--- config.mk ---
export PLATFORM = sky130hd
export DESIGN_NAME = motor_pwm_driver
export DESIGN_NICKNAME = d
export VERILOG_FILES = /design/src/rtl/elevator_pkg.sv /design/src/rtl/elev_buzzer.sv /design/src/rtl/motor_pwm_driver.sv
export SDC_FILE = /design/constraint.sdc
export NUM_CORES = 1
export LEC_CHECK = 0
export CORE_ASPECT_RATIO = 1.25
export CORE_MARGIN = 8
export CORE_UTILIZATION = 53
export DETAILED_ROUTE_END_ITERATION = 10
export PLACE_DENSITY = 0.73
export SYNTH_ARGS = -nofsm -noshare
export SYNTH_HDL_FRONTEND = slang
export SYNTH_SLANG_ARGS = --single-unit
--- constraint.sdc ---
create_clock -name Clk -period 2.9 [get_ports Clk]
set_input_delay 0.725 -clock Clk [delete_from_list [all_inputs] [get_ports Clk]]
set_output_delay 0.725 -clock Clk [all_outputs]
set_load 0.01 [all_outputs]
--- src/rtl/elevator_pkg.sv ---
// elevator_pkg: shared encodings for the elevator motor/buzzer driver.
// Holds FSM state codes, {M,D} motor/direction codes and {P,W} speed codes.
// Also provides the speed-code to high-cycle-count helper used by the PWM driver.
package elevator_pkg;

  // FSM state encoding
  localparam logic [1:0] ST_OFF  = 2'd0;
  localparam logic [1:0] ST_DEAD = 2'd1;
  localparam logic [1:0] ST_RUN  = 2'd2;

  // {M,D}: motor select and direction
  localparam logic [1:0] HOIST_DN   = 2'b00;
  localparam logic [1:0] HOIST_UP   = 2'b01;
  localparam logic [1:0] DOOR_CLOSE = 2'b10;
  localparam logic [1:0] DOOR_OPEN  = 2'b11;

  // {P,W}: speed code
  localparam logic [1:0] SPD_OFF  = 2'b00;
  localparam logic [1:0] SPD_LOW  = 2'b01;
  localparam logic [1:0] SPD_MID  = 2'b10;
  localparam logic [1:0] SPD_HIGH = 2'b11;

  // High cycles per PWM period for a speed code (integer division)
  function automatic int duty_cycles(input logic [1:0] pw, input int period);
    case (pw)
      SPD_LOW:  return period / 4;
      SPD_MID:  return period / 2;
      SPD_HIGH: return (3 * period) / 4;
      default:  return 0;
    endcase
  endfunction

endpackage

--- src/rtl/elev_buzzer.sv ---
// elev_buzzer: BUZ_LEN-cycle square-wave burst, BUZ_DIV-cycle half period, starts high, ends low.
// Latency: BUZ goes high on the edge that samples trigger high; a trigger mid-burst restarts it.
// Backpressure: none; trigger is a level sampled every cycle, BUZ is a flop output.
module elev_buzzer #(
  parameter int BUZ_DIV = 50,
  parameter int BUZ_LEN = 1000
) (
  input  logic Clk,
  input  logic Reset,
  input  logic trigger,
  output logic BUZ
);

  localparam int DIV_W = (BUZ_DIV > 1) ? $clog2(BUZ_DIV) : 1;
  localparam int LEN_W = (BUZ_LEN > 1) ? $clog2(BUZ_LEN) : 1;
  localparam logic [DIV_W-1:0] DIV_LAST = DIV_W'(BUZ_DIV - 1);
  localparam logic [LEN_W-1:0] LEN_LAST = LEN_W'(BUZ_LEN - 1);

  logic             active_q, active_d;
  logic             buz_q, buz_d;
  logic [DIV_W-1:0] div_q, div_d;
  logic [LEN_W-1:0] len_q, len_d;

  // Burst sequencing: trigger wins over a running burst so a new request restarts it
  always_comb begin
    active_d = active_q;
    buz_d    = buz_q;
    div_d    = div_q;
    len_d    = len_q;
    if (trigger) begin
      active_d = 1'b1;
      buz_d    = 1'b1;
      div_d    = '0;
      len_d    = '0;
    end else if (active_q) begin
      if (len_q == LEN_LAST) begin
        active_d = 1'b0;
        buz_d    = 1'b0;
        div_d    = '0;
        len_d    = '0;
      end else begin
        len_d = len_q + LEN_W'(1);
        if (div_q == DIV_LAST) begin
          div_d = '0;
          buz_d = ~buz_q;
        end else begin
          div_d = div_q + DIV_W'(1);
        end
      end
    end
  end

  // Burst state registers, cleared asynchronously so BUZ drops the moment Reset rises
  always_ff @(posedge Clk or posedge Reset) begin
    if (Reset) begin
      active_q <= 1'b0;
      buz_q    <= 1'b0;
      div_q    <= '0;
      len_q    <= '0;
    end else begin
      active_q <= active_d;
      buz_q    <= buz_d;
      div_q    <= div_d;
      len_q    <= len_d;
    end
  end

  assign BUZ = buz_q;

endmodule

--- src/rtl/motor_pwm_driver.sv ---
// motor_pwm_driver: hoist/door H-bridge PWM driver with break-before-make dead time; buzzer under BUZZER_EN.
// Latency: M/D/P/W/S registered once; drives/BUSY react on the following edge (all outputs are flops).
// Backpressure: none; BUSY is high while the all-off dead time runs, commands are sampled every cycle.
module motor_pwm_driver
  import elevator_pkg::*;
#(
  parameter int PERIOD   = 100,
  parameter int DEADTIME = 8,
  parameter int BUZ_DIV  = 50,
  parameter int BUZ_LEN  = 1000
) (
  input  logic Clk,
  input  logic Reset,
  input  logic M,
  input  logic D,
  input  logic P,
  input  logic W,
  input  logic S,
  output logic M0_UP,
  output logic M0_DN,
  output logic M1_OPEN,
  output logic M1_CLOSE,
  output logic BUZ,
  output logic BUSY
);

  localparam int CNT_W  = $clog2(PERIOD);
  localparam int DEAD_W = (DEADTIME > 1) ? $clog2(DEADTIME) : 1;
  localparam logic [CNT_W-1:0]  CNT_LAST  = CNT_W'(PERIOD - 1);
  localparam logic [DEAD_W-1:0] DEAD_LAST = DEAD_W'(DEADTIME - 1);

  logic m_q, d_q, p_q, w_q;
  logic [3:0] cmd_prev_q;

  logic [1:0]        state_q, state_d;
  logic [DEAD_W-1:0] dead_q, dead_d;
  logic [CNT_W-1:0]  cnt_q, cnt_d;
  logic [CNT_W-1:0]  thr_q, thr_d;
  logic [1:0]        md_run_q, md_run_d;

  logic up_q, dn_q, open_q, close_q, busy_q;

  logic [1:0]       md_cmd, pw_cmd;
  logic [3:0]       cmd;
  logic             cmd_active;
  logic [CNT_W-1:0] thr_cmd;
  logic             drive_on;

  assign md_cmd     = {m_q, d_q};
  assign pw_cmd     = {p_q, w_q};
  assign cmd        = {md_cmd, pw_cmd};
  assign cmd_active = (pw_cmd != SPD_OFF);
  assign thr_cmd    = CNT_W'(duty_cycles(pw_cmd, PERIOD));

  // Sample the command inputs once; every decision below uses these copies
  always_ff @(posedge Clk or posedge Reset) begin
    if (Reset) begin
      m_q        <= 1'b0;
      d_q        <= 1'b0;
      p_q        <= 1'b0;
      w_q        <= 1'b0;
      cmd_prev_q <= '0;
    end else begin
      m_q        <= M;
      d_q        <= D;
      p_q        <= P;
      w_q        <= W;
      cmd_prev_q <= cmd;
    end
  end

  // Next-state: direction/motor changes and stops always pass through DEAD; speed-only
  // changes in RUN wait for the period wrap so a period is never cut short
  always_comb begin
    state_d  = state_q;
    dead_d   = dead_q;
    cnt_d    = cnt_q;
    thr_d    = thr_q;
    md_run_d = md_run_q;
    case (state_q)
      ST_OFF: begin
        if (cmd_active) begin
          state_d = ST_DEAD;
          dead_d  = '0;
        end
      end
      ST_DEAD: begin
        if (cmd != cmd_prev_q) begin
          dead_d = '0;
        end else if (dead_q == DEAD_LAST) begin
          dead_d = '0;
          if (cmd_active) begin
            state_d  = ST_RUN;
            cnt_d    = '0;
            thr_d    = thr_cmd;
            md_run_d = md_cmd;
          end else begin
            state_d = ST_OFF;
          end
        end else begin
          dead_d = dead_q + DEAD_W'(1);
        end
      end
      ST_RUN: begin
        if ((md_cmd != md_run_q) || !cmd_active) begin
          state_d = ST_DEAD;
          dead_d  = '0;
          cnt_d   = '0;
        end else if (cnt_q == CNT_LAST) begin
          cnt_d = '0;
          thr_d = thr_cmd;
        end else begin
          cnt_d = cnt_q + CNT_W'(1);
        end
      end
      default: begin
        state_d = ST_OFF;
        dead_d  = '0;
        cnt_d   = '0;
      end
    endcase
  end

  // Outputs are decoded from next-state so they leave flops in step with the FSM;
  // only the latched {M,D} selects a drive, which keeps the four drives one-hot
  assign drive_on = (state_d == ST_RUN) && (cnt_d < thr_d);

  // FSM, counters, latched command and output flops
  always_ff @(posedge Clk or posedge Reset) begin
    if (Reset) begin
      state_q  <= ST_OFF;
      dead_q   <= '0;
      cnt_q    <= '0;
      thr_q    <= '0;
      md_run_q <= HOIST_DN;
      up_q     <= 1'b0;
      dn_q     <= 1'b0;
      open_q   <= 1'b0;
      close_q  <= 1'b0;
      busy_q   <= 1'b0;
    end else begin
      state_q  <= state_d;
      dead_q   <= dead_d;
      cnt_q    <= cnt_d;
      thr_q    <= thr_d;
      md_run_q <= md_run_d;
      up_q     <= drive_on && (md_run_d == HOIST_UP);
      dn_q     <= drive_on && (md_run_d == HOIST_DN);
      open_q   <= drive_on && (md_run_d == DOOR_OPEN);
      close_q  <= drive_on && (md_run_d == DOOR_CLOSE);
      busy_q   <= (state_d == ST_DEAD);
    end
  end

  assign M0_UP    = up_q;
  assign M0_DN    = dn_q;
  assign M1_OPEN  = open_q;
  assign M1_CLOSE = close_q;
  assign BUSY     = busy_q;

`ifdef BUZZER_EN
  logic s_q;

  // Register the buzzer request alongside the motor command
  always_ff @(posedge Clk or posedge Reset) begin
    if (Reset) begin
      s_q <= 1'b0;
    end else begin
      s_q <= S;
    end
  end

  elev_buzzer #(
    .BUZ_DIV(BUZ_DIV),
    .BUZ_LEN(BUZ_LEN)
  ) u_buzzer (
    .Clk    (Clk),
    .Reset  (Reset),
    .trigger(s_q),
    .BUZ    (BUZ)
  );
`else
  // S and the buzzer parameters have no consumer in this build
  logic unused_buz;
  assign unused_buz = S | (BUZ_DIV != BUZ_LEN);
  assign BUZ        = 1'b0;
`endif

endmodule

==> impl_metrics.toml <==
[sta]
min_period_ns = 3.12
finalSetupViolCount = 4
timing.final.crit_share = 1.08
fin_hold_ws_ns = 0.462
fin_skew_ns = 0.00526
fin_tns_setup_ns = -0.862
worst_pin_slew_ns = 0.532
drv_slew = 0
layout_setup_ws_ns = -0.224
slew_headroom = 0.641
fmax_mhz = 320
finalHoldViolations = 0
rsz0062_at_grt = "true"

[cts]
root_buffer = "clkbuf_8"
cts.clk_slew.worst_paths_ns = 0.07
h-tree-depth = 2
cts_tree = "done"
numCtsBuffers = 5
ctsHoldBuffers = 0
clock_latency_ns = 0.29
clkSinkCount = 34
clock_path_buffers = 2

[status]
outcome = "complete, but fails checks"
violations = "setup timing"

[floorplan]
rows = 25
num_io_pins = 13
coreArea_um2 = 3750
start_util = 0.545
die_area_um2 = 6120
fp.dieW_um = 71.6
die_y_um = 85.5

[route]
drt-total-wl_mm = 5.16
drc = 0
antenna_left = 0
via_count = 1746
dr.first_iter.drc_count = 108
drtPass1Iterations = 4
avgViaCountPerCell = 5.88
wl_per_cell_um = 17.4

[synthesis]
synth_area_per_cell_um2 = 10.2
netlist-cell-type-count = 47
ys_warn_count = 0
synthMostInstantiatedCell = "dfrtp_1"
postSynthCellCount = 200
ys_top_cells_by_area = "dfrtp_1 (42%), ha_1 (12%), nand2_1 (3.3%)"
synth_top_area_frac = 0.416
synth_common_cells = "dfrtp_1 (34), ha_1 (19), nand2_1 (18)"
synth_area_um2 = 2050
synth_top_flop_cell = "dfrtp_1"
synth_top_cell_by_area = "dfrtp_1"
synth_edf_count = 0
synthArstFlopShare = 1.00
syn_nets = 226
ys_ff_latch = 34
seq_area_frac_synth = 0.416

[critical_path]
reg2reg_slack_ns = -0.22
required_ns = 3.11
arrival_ns = 3.33
crit_path_max_fanout = 6
start_kind = "register"
crit_type = "reg -> reg"
critPathMaxStageDelay_ns = 0.42
timing.rr.start = "cmd_prev_q[2]"
cp_slowest_cell = "dfrtp_1"
r2r_cells = 14
crit_path_frequent_cell = "buf_4"
critPathCaptureType = "register"
r2r-end = "M0_UP"
endpoint = "M0_UP"
crit_start = "cmd_prev_q[2]"
cp_cell_sequence = "xor2_2 > nor4_4 > buf_4 > nand2_4 > a21bo_1 > a21o_4 > a22oi_2 > ha_1 > a21oi_2 > nand2_1 > a221oi_2 > nand4_1 > buf_4 > nor3_2"

[pwr]
leakage_uw = 0.00131
power_uw = 1290
power_density_nw_per_um2 = 466
ir_drop_mv = 0.389

[cells_and_area]
fin_nets = 282
drive_gt1_frac = 0.385
antenna_cells = 0
multiInputGateArea_um2 = 1280
ff_latch_area_um2 = 853
area_growth_pct = 35.2
postLayoutCoreUtil = 0.737
fill_cells = 250

[grt]
first_global_vias = 1932
grt-ovfl-total = 0
grt_pass1_wl_mm = 8.77
grt_max_degree = 35
track_usage = 0.182
antenna_found_initial = 0

[placement]
port_buffers = 10
place_worst_setup_slack_ns = -0.340
place_congestion = 0.825
hpwl_mm = 3.74

[hold_path]
hp-class = "reg -> reg"

[run]
cap_violations = 0
## critical path, delay by kind of cell, from the launching register on
family                     cells  cell delay [ns]
AOI/OAI and AO/OA              5             1.03
and+or+nand+nor                5             0.70
DFF                            1             0.42
buffers and inverters          2             0.38
adders and majority gates      1             0.30
xor gates and xnor gates       1             0.21
## repair_timing
action / 4_1_cts / 5_1_grt
pin swaps: 11 / 6
gates cloned: 0 / 0
gates resized for setup: 20 / 12
setup buffers: 6 / 3
setup endpoints to repair: 4 / 4
## metrics by stage
stage,cells,cell area [um^2]
3_3_place_gp,280,2460
3_5_place_dp,280,2460
4_1_cts,294,2690
6_report,297,2770
2_1_floorplan,200,2090
5_1_grt,297,2770
## kinds of logic (layout without fill, tap and decap cells)
group | count (synthesis) | in the layout | share of synthesized area
buffers and inverters | 17 | 74 | 0.0458
AO/OA/AOI/OAI | 47 | 47 | 0.180
multiplexers | 4 | 4 | 0.0202
adder cells (fa/ha/maj) | 19 | 19 | 0.116
XOR/XNOR | 6 | 6 | 0.0257
AND/OR/NAND/NOR | 72 | 72 | 0.194
flip-flops | 34 | 34 | 0.416
other | 1 | 1 | 0.00183
## cell usage in the layout, fill, tap and decap left out, types with 3 or more instances in the layout
cell	n
nand3_1	4
ha_1	17
clkbuf_8	6
nor3_2	6
nand2b_1	4
xor2_1	4
a21oi_1	5
clkdlybuf4s50_1	10
inv_1	8
a311oi_2	4
a22o_1	7
nand2_1	18
mux2i_1	3
a22oi_1	3
and3_1	5
buf_4	47
dfrtp_1	32
o21ai_0	3
o21ai_1	4
nor2_1	13
a22oi_2	3
## flip-flops by register name, summed over array words and instances (netlist names), 2 cells and up
register,cells
cnt_q,7
md_run_q,2
thr_q,7
cmd_prev_q,4
state_q,2
dead_q,3
## worst min path at each step
| stage | cells past startpoint | slack [ns] | endpoint | start |
|---|---|---|---|---|
| after floorplan | 0 | 0.37 | cmd_prev_q[2] | d_q |
| after detailed placement | 0 | 0.45 | cmd_prev_q[1] | p_q |
| after global routing | 0 | 0.49 | cmd_prev_q[1] | p_q |
| final | 0 | 0.46 | cmd_prev_q[1] | p_q |
| after global placement | 0 | 0.43 | cmd_prev_q[1] | p_q |
| after CTS | 0 | 0.46 | cmd_prev_q[1] | p_q |
## where the power goes
part	leakage, uW	internal (uW)	switching, uW	total, uW
clock	0.0000482	191	170	362
sequential	0.000449	496	19.5	515
combinational	0.000810	189	226	414
total	0.00131	876	415	1290
## routing by layer
metal | wire length, um | track usage | vias up
met1 | 1970 | 0.182 | 854
met5 | 0 | 0 | -
li1 | - | - | 829
met4 | 176 | 0.0950 | 0
met2 | 2810 | 0.332 | 44
met3 | 201 | 0.0507 | 19
## cell type report
class,instances,share of cell area
clock buffers,7,0.0312
well taps,40,0.0181
flip-flops and latches,34,0.308
multi-input cells,149,0.462
clock inverters,1,0.00181
inverters,8,0.0108
repair buffers,58,0.168
Power figures use the tool's default switching activity.
